===== config.mk =====
export PLATFORM = sky130hd
export DESIGN_NAME = main
export DESIGN_NICKNAME = d
export VERILOG_FILES = /design/src/rtl/main.sv
export SDC_FILE = /design/constraint.sdc
export NUM_CORES = 1
export LEC_CHECK = 0
export BUFFER_PORTS_ARGS = -buffer_cell sky130_fd_sc_hd__buf_2
export CORE_MARGIN = 2
export CORE_UTILIZATION = 30
export CTS_CLUSTER_DIAMETER = 150
export DETAILED_ROUTE_END_ITERATION = 10
export SYNTH_ARGS = -nofsm -noshare
export SYNTH_HDL_FRONTEND = slang
export SYNTH_SLANG_ARGS = --single-unit

===== constraint.sdc =====
create_clock -name clk -period 2.05 [get_ports clk]
set_clock_uncertainty 0.15 [all_clocks]
set_input_delay 0.41 -clock clk [delete_from_list [all_inputs] [get_ports clk]]
set_output_delay 0.41 -clock clk [all_outputs]
set_load 0.05 [all_outputs]

===== src/rtl/main.sv =====
// Pulse delay lines: data through a 19-stage line, data2 through a 5-stage line,
// plus a delay1..delay5 window flag and a saturating cycle counter restarted by data2.
module main (
  input  logic       clk,
  input  logic       rst,
  input  logic       data,
  input  logic       data2,
  output logic       datadelay0,
  output logic       datadelay2,
  output logic       datadelay8,
  output logic       datadelay14,
  output logic       datadelay18,
  output logic       datadelay19,
  output logic       delay0,
  output logic       delay1,
  output logic       delay5,
  output logic       hebo,
  output logic       gie,
  output logic       gie2,
  output logic       b3,
  output logic [4:0] cnt
);

  localparam logic [4:0] CNT_MAX = 5'd31;

  logic [19:1] sa_q;
  logic [5:1]  sb_q;
  logic        gie_q, gie_d;
  logic        gie2_q;
  logic [4:0]  cnt_q, cnt_d;

  // Clear has priority so a delay5 edge always closes the window.
  always_comb begin
    gie_d = gie_q;
    if (sb_q[5]) begin
      gie_d = 1'b0;
    end else if (sb_q[1]) begin
      gie_d = 1'b1;
    end
  end

  always_comb begin
    cnt_d = cnt_q;
    if (data2) begin
      cnt_d = 5'd0;
    end else if (cnt_q != CNT_MAX) begin
      cnt_d = cnt_q + 5'd1;
    end
  end

  always_ff @(posedge clk) begin
    if (rst) begin
      sa_q   <= '0;
      sb_q   <= '0;
      gie_q  <= 1'b0;
      gie2_q <= 1'b0;
      cnt_q  <= 5'd0;
    end else begin
      sa_q   <= {sa_q[18:1], data};
      sb_q   <= {sb_q[4:1], data2};
      gie_q  <= gie_d;
      gie2_q <= gie_q;
      cnt_q  <= cnt_d;
    end
  end

  assign datadelay0  = data;
  assign datadelay2  = sa_q[2];
  assign datadelay8  = sa_q[8];
  assign datadelay14 = sa_q[14];
  assign datadelay18 = sa_q[18];
  assign datadelay19 = sa_q[19];

  assign delay0 = data2;
  assign delay1 = sb_q[1];
  assign delay5 = sb_q[5];
  assign hebo   = data2 | sb_q[1] | sb_q[5];

  assign gie  = gie_q;
  assign gie2 = gie2_q;
  assign cnt  = cnt_q;
  assign b3   = (cnt_q == 5'd3);

endmodule


Yosys cells after proc, flatten, opt, wreduce, memory -nomap -nowiden
Index checks and enable logic that the tools add are counted.
{ "word_totals": {"register_bits": 31, "word_cells": 12} }
{ "classes": {"n_addsub": 1, "eq_ne": 2, "n_bitwise": 2, "reduce_logical": 2} }
{ "ops": {"columns": ["operator", "n"], "rows": [
  ["$add 5x1->5 const B", 1],
  ["$eq 5x2->1 const B", 1],
  ["$ne 5x5->1 const B", 1],
  ["$reduce_or 2->1", 2],
  ["$or 1x1->1", 2]
]} }

Longest topological paths before layout
{ "depth": {"word_depth": 2, "ltp_mapped": 6, "depth_no_buf": 6} }

Worst setup path after synthesis
Ideal clock, no wire load.
{ "synth_timing": {"path_kind": "register to output", "from": "reg cnt_q[0], in the netlist cnt[0]", "to": "out b3", "arrival_ns": 2.532, "t_required_ns": 1.490, "path_slack_ns": -1.042, "stages_incl_launch_ff": 3, "path_cell_list": "dfxtp_1 > ha_1 > nor4b_1"} }
{ "synth_between": {"elab_chain_cells": 1} }
{ "synth_rtl": {"columns": ["item", "line", "rtl"], "rows": [
  ["start, declared", "30", "logic [4:0] cnt_q, cnt_d;"],
  ["start signal, assigned", "63", "cnt_q <= cnt_d;"],
  ["$eq 5x2->1", "82", "assign b3 = (cnt_q == 5'd3);"],
  ["end, declared", "20", "output logic b3,"]
]} }
No other way between the ends.

Worst setup path in the final report
Ends and elaborated chain as after synthesis.

==> metrics.txt <==
power density over cell area 923 nW/um^2; WL/cell 9.40 microns; area share of the largest cell type after synthesis 65.5%; most common cell in the synthesized netlist dfxtp_1; Max Cap Viol 0; pins over their slew limit 0; FF+latch count, synth 31; deepest clock path buffer count 2; first-pass GRT wire length 2290 microns; CP max stage cell dfxtp_2; worst min-delay path class in -> reg; Async S/R FF share, synth 0%; source of the worst register-to-register timing path cnt[0]; Post-CTS Hold Fix Bufs 0; post-synthesis area per instance 12.0 sq um; CP required 1.49 ns; H-tree Lvls 2; vias in the first global route 509; DRT antenna net count 0; reg-to-reg setup timing slack 0.36 ns; worst slew pin tran 0.421 ns; cell area after synthesis 947 sq um; Final Hold Fails 0; clk_lat worst skew 0.31 ns; GRT Total Usage 9.37%; initial core utilization 31.3%; Commonest cells post-synth 31 x dfxtp_1, 26 x nor2b_1, 5 x nor2_1; CTS tree done; Mapped Cells 79; standard-cell rows 20; clk sinks 31; fin cells 148; Critical R2R Capture cnt[3]; Die Y 60.2 microns; post-CTS resize count 0; Mapped Nets 85; critical path type reg -> out; Root Buffer clkbuf_4; EDFF count, synth 0; number of synthesis warnings 0; Antenna Cells 0; Area contributors post-synth dfxtp_1 66%, nor2b_1 17%, ha_1 2.6%; number of setup buffers added after CTS 0; unrepaired setup endpoints after global routing no; cell taking the most area after synthesis dfxtp_1; Area Growth Syn to Fin 23.4%; r2r worst-path depth 6; share of cells above drive strength 1 30.8%; Seq/Total Area, Yosys 65.5%; met2 WL post-DR 592 microns; post-detail-place hpwl 942 microns; drt pass-1 iters 3; met3 wire len 99 microns; Pleak 0.521 nW; CP cell instances ha_1, nor4b_4, buf_2; number of remaining DRC errors 0; Vias per Instance 3.98; initial drt markers 21; worst path arrival time 1.34 ns; CP endpoint kind primary output; Die X 60.2 microns; outcome finished clean; WHS Endpoint sa_q[1]; Clk pin slew, worst setup/hold paths 0.09 ns; hold path start data; WL final 1390 microns; Top Metal Used met4; largest net degree at the start of global routing 27; num ports 22; worst relative slew slack 71.9%; Final #Nets 109; metal1 wirelength 652 microns; Port Buf Inserts 21; peak supply drop 405 uV; Remaining Overflow, GRT 0; crit-path max FO 4; total CTS buffers 5; final setup vio count 0; count of cell types in the netlist 15; Placed Instances 140; die area 3620 sq um; Core Area 3030 sq um; initial antenna violation count 0; slowest stage delay, CP 0.37 ns; f_max 0.525 GHz; crit path launch type flop; RD Place Congestion 0.703; Worst Hold Path Cells 2; total negative setup slack 0 ns; predominant post-synthesis flop cell dfxtp_1; Tcrit/Tclk final 92.9%; crit path time final 1.90 ns; vias 589
## worst max-delay path, delay by kind of cell, from the launching register on
kind | cells | cell delay (ns)
adder cells (fa/ha/maj) | 1 | 0.18
buffers and inverters | 1 | 0.30
flip-flops | 1 | 0.37
AND/OR/NAND/NOR | 1 | 0.18
## power by group
part / switching [mW] / internal (mW)
Sequential: 0.00480 / 0.613
Clock: 0.187 / 0.202
Combinational: 0.0538 / 0.0183
## per-layer routing
layer	global-route usage [%]	vias up
li1	-	294
met3	5.84	7
met4	7.62	0
met2	12.6	18
met1	10.3	270
met5	0	-
## worst max-delay path by stage
stage,start,endpoint,slack (ns),cells past startpoint
4_1_cts,cnt[0],b3,0.11,3
3_5_place_dp,cnt[0],cnt[3],0.37,6
5_1_grt,cnt[0],b3,0.05,3
2_1_floorplan,cnt[0],b3,0.18,2
3_3_place_gp,data2,hebo,0.42,3
6_report,cnt[0],b3,0.15,3
## registers in the layout, indices dropped and copies added, names as in the netlist
name  count
sa_q     19
gie       1
cnt       5
gie2      1
sb_q      5
## through the flow
stage	hold slack (ns)	worst slack (ns)	util, %	total power, mW	cell area, sq um
6_report	0.170	0.145	38.6	1.08	1170
5_1_grt	0.149	0.0475	38.6	1.13	1170
4_1_cts	0.156	0.113	38.6	1.10	1170
3_5_place_dp	0.278	0.366	36.3	0.705	1100
3_3_place_gp	0.268	0.422	36.3	0.703	1100
2_1_floorplan	0.264	0.177	-	0.689	965
## cell usage in the layout (no fill, tap or decap)
| master | netlist | routed |
|---|---|---|
| ha_1 | 2 | 2 |
| nor4b_4 | 0 | 1 |
| or2_4 | 1 | 1 |
| nand4b_1 | 1 | 1 |
| dfxtp_2 | 0 | 2 |
| nor2_1 | 5 | 5 |
| clkbuf_8 | 0 | 2 |
| xor2_1 | 2 | 2 |
| xnor2_1 | 1 | 1 |
| dfxtp_1 | 31 | 29 |
| buf_2 | 2 | 21 |
| nor2b_1 | 26 | 26 |
| clkbuf_1 | 0 | 1 |
| mux2i_1 | 2 | 2 |
| and3_1 | 1 | 1 |
| or3_1 | 1 | 1 |
| o21ba_1 | 1 | 1 |
| clkbuf_4 | 0 | 5 |
## final cells by class
cell class | instances | area (sq um)
clock buffers | 8 | 68.8
fillers | 315 | 1860
flip-flops and latches | 31 | 623
multi-input cells | 44 | 317
repair buffers | 21 | 105
well taps | 44 | 55.1
## cell families after synthesis
| logic type | share of synthesized area, % |
|---|---|
| flip-flops | 65.5 |
| AND/OR/NAND/NOR | 23.3 |
| multiplexers | 2.11 |
| XOR/XNOR | 2.77 |
| adder cells (fa/ha/maj) | 2.64 |
| buffers and inverters | 2.64 |
| AO/OA/AOI/OAI | 1.06 |
No activity file was read; power rests on OpenSTA's default activity.
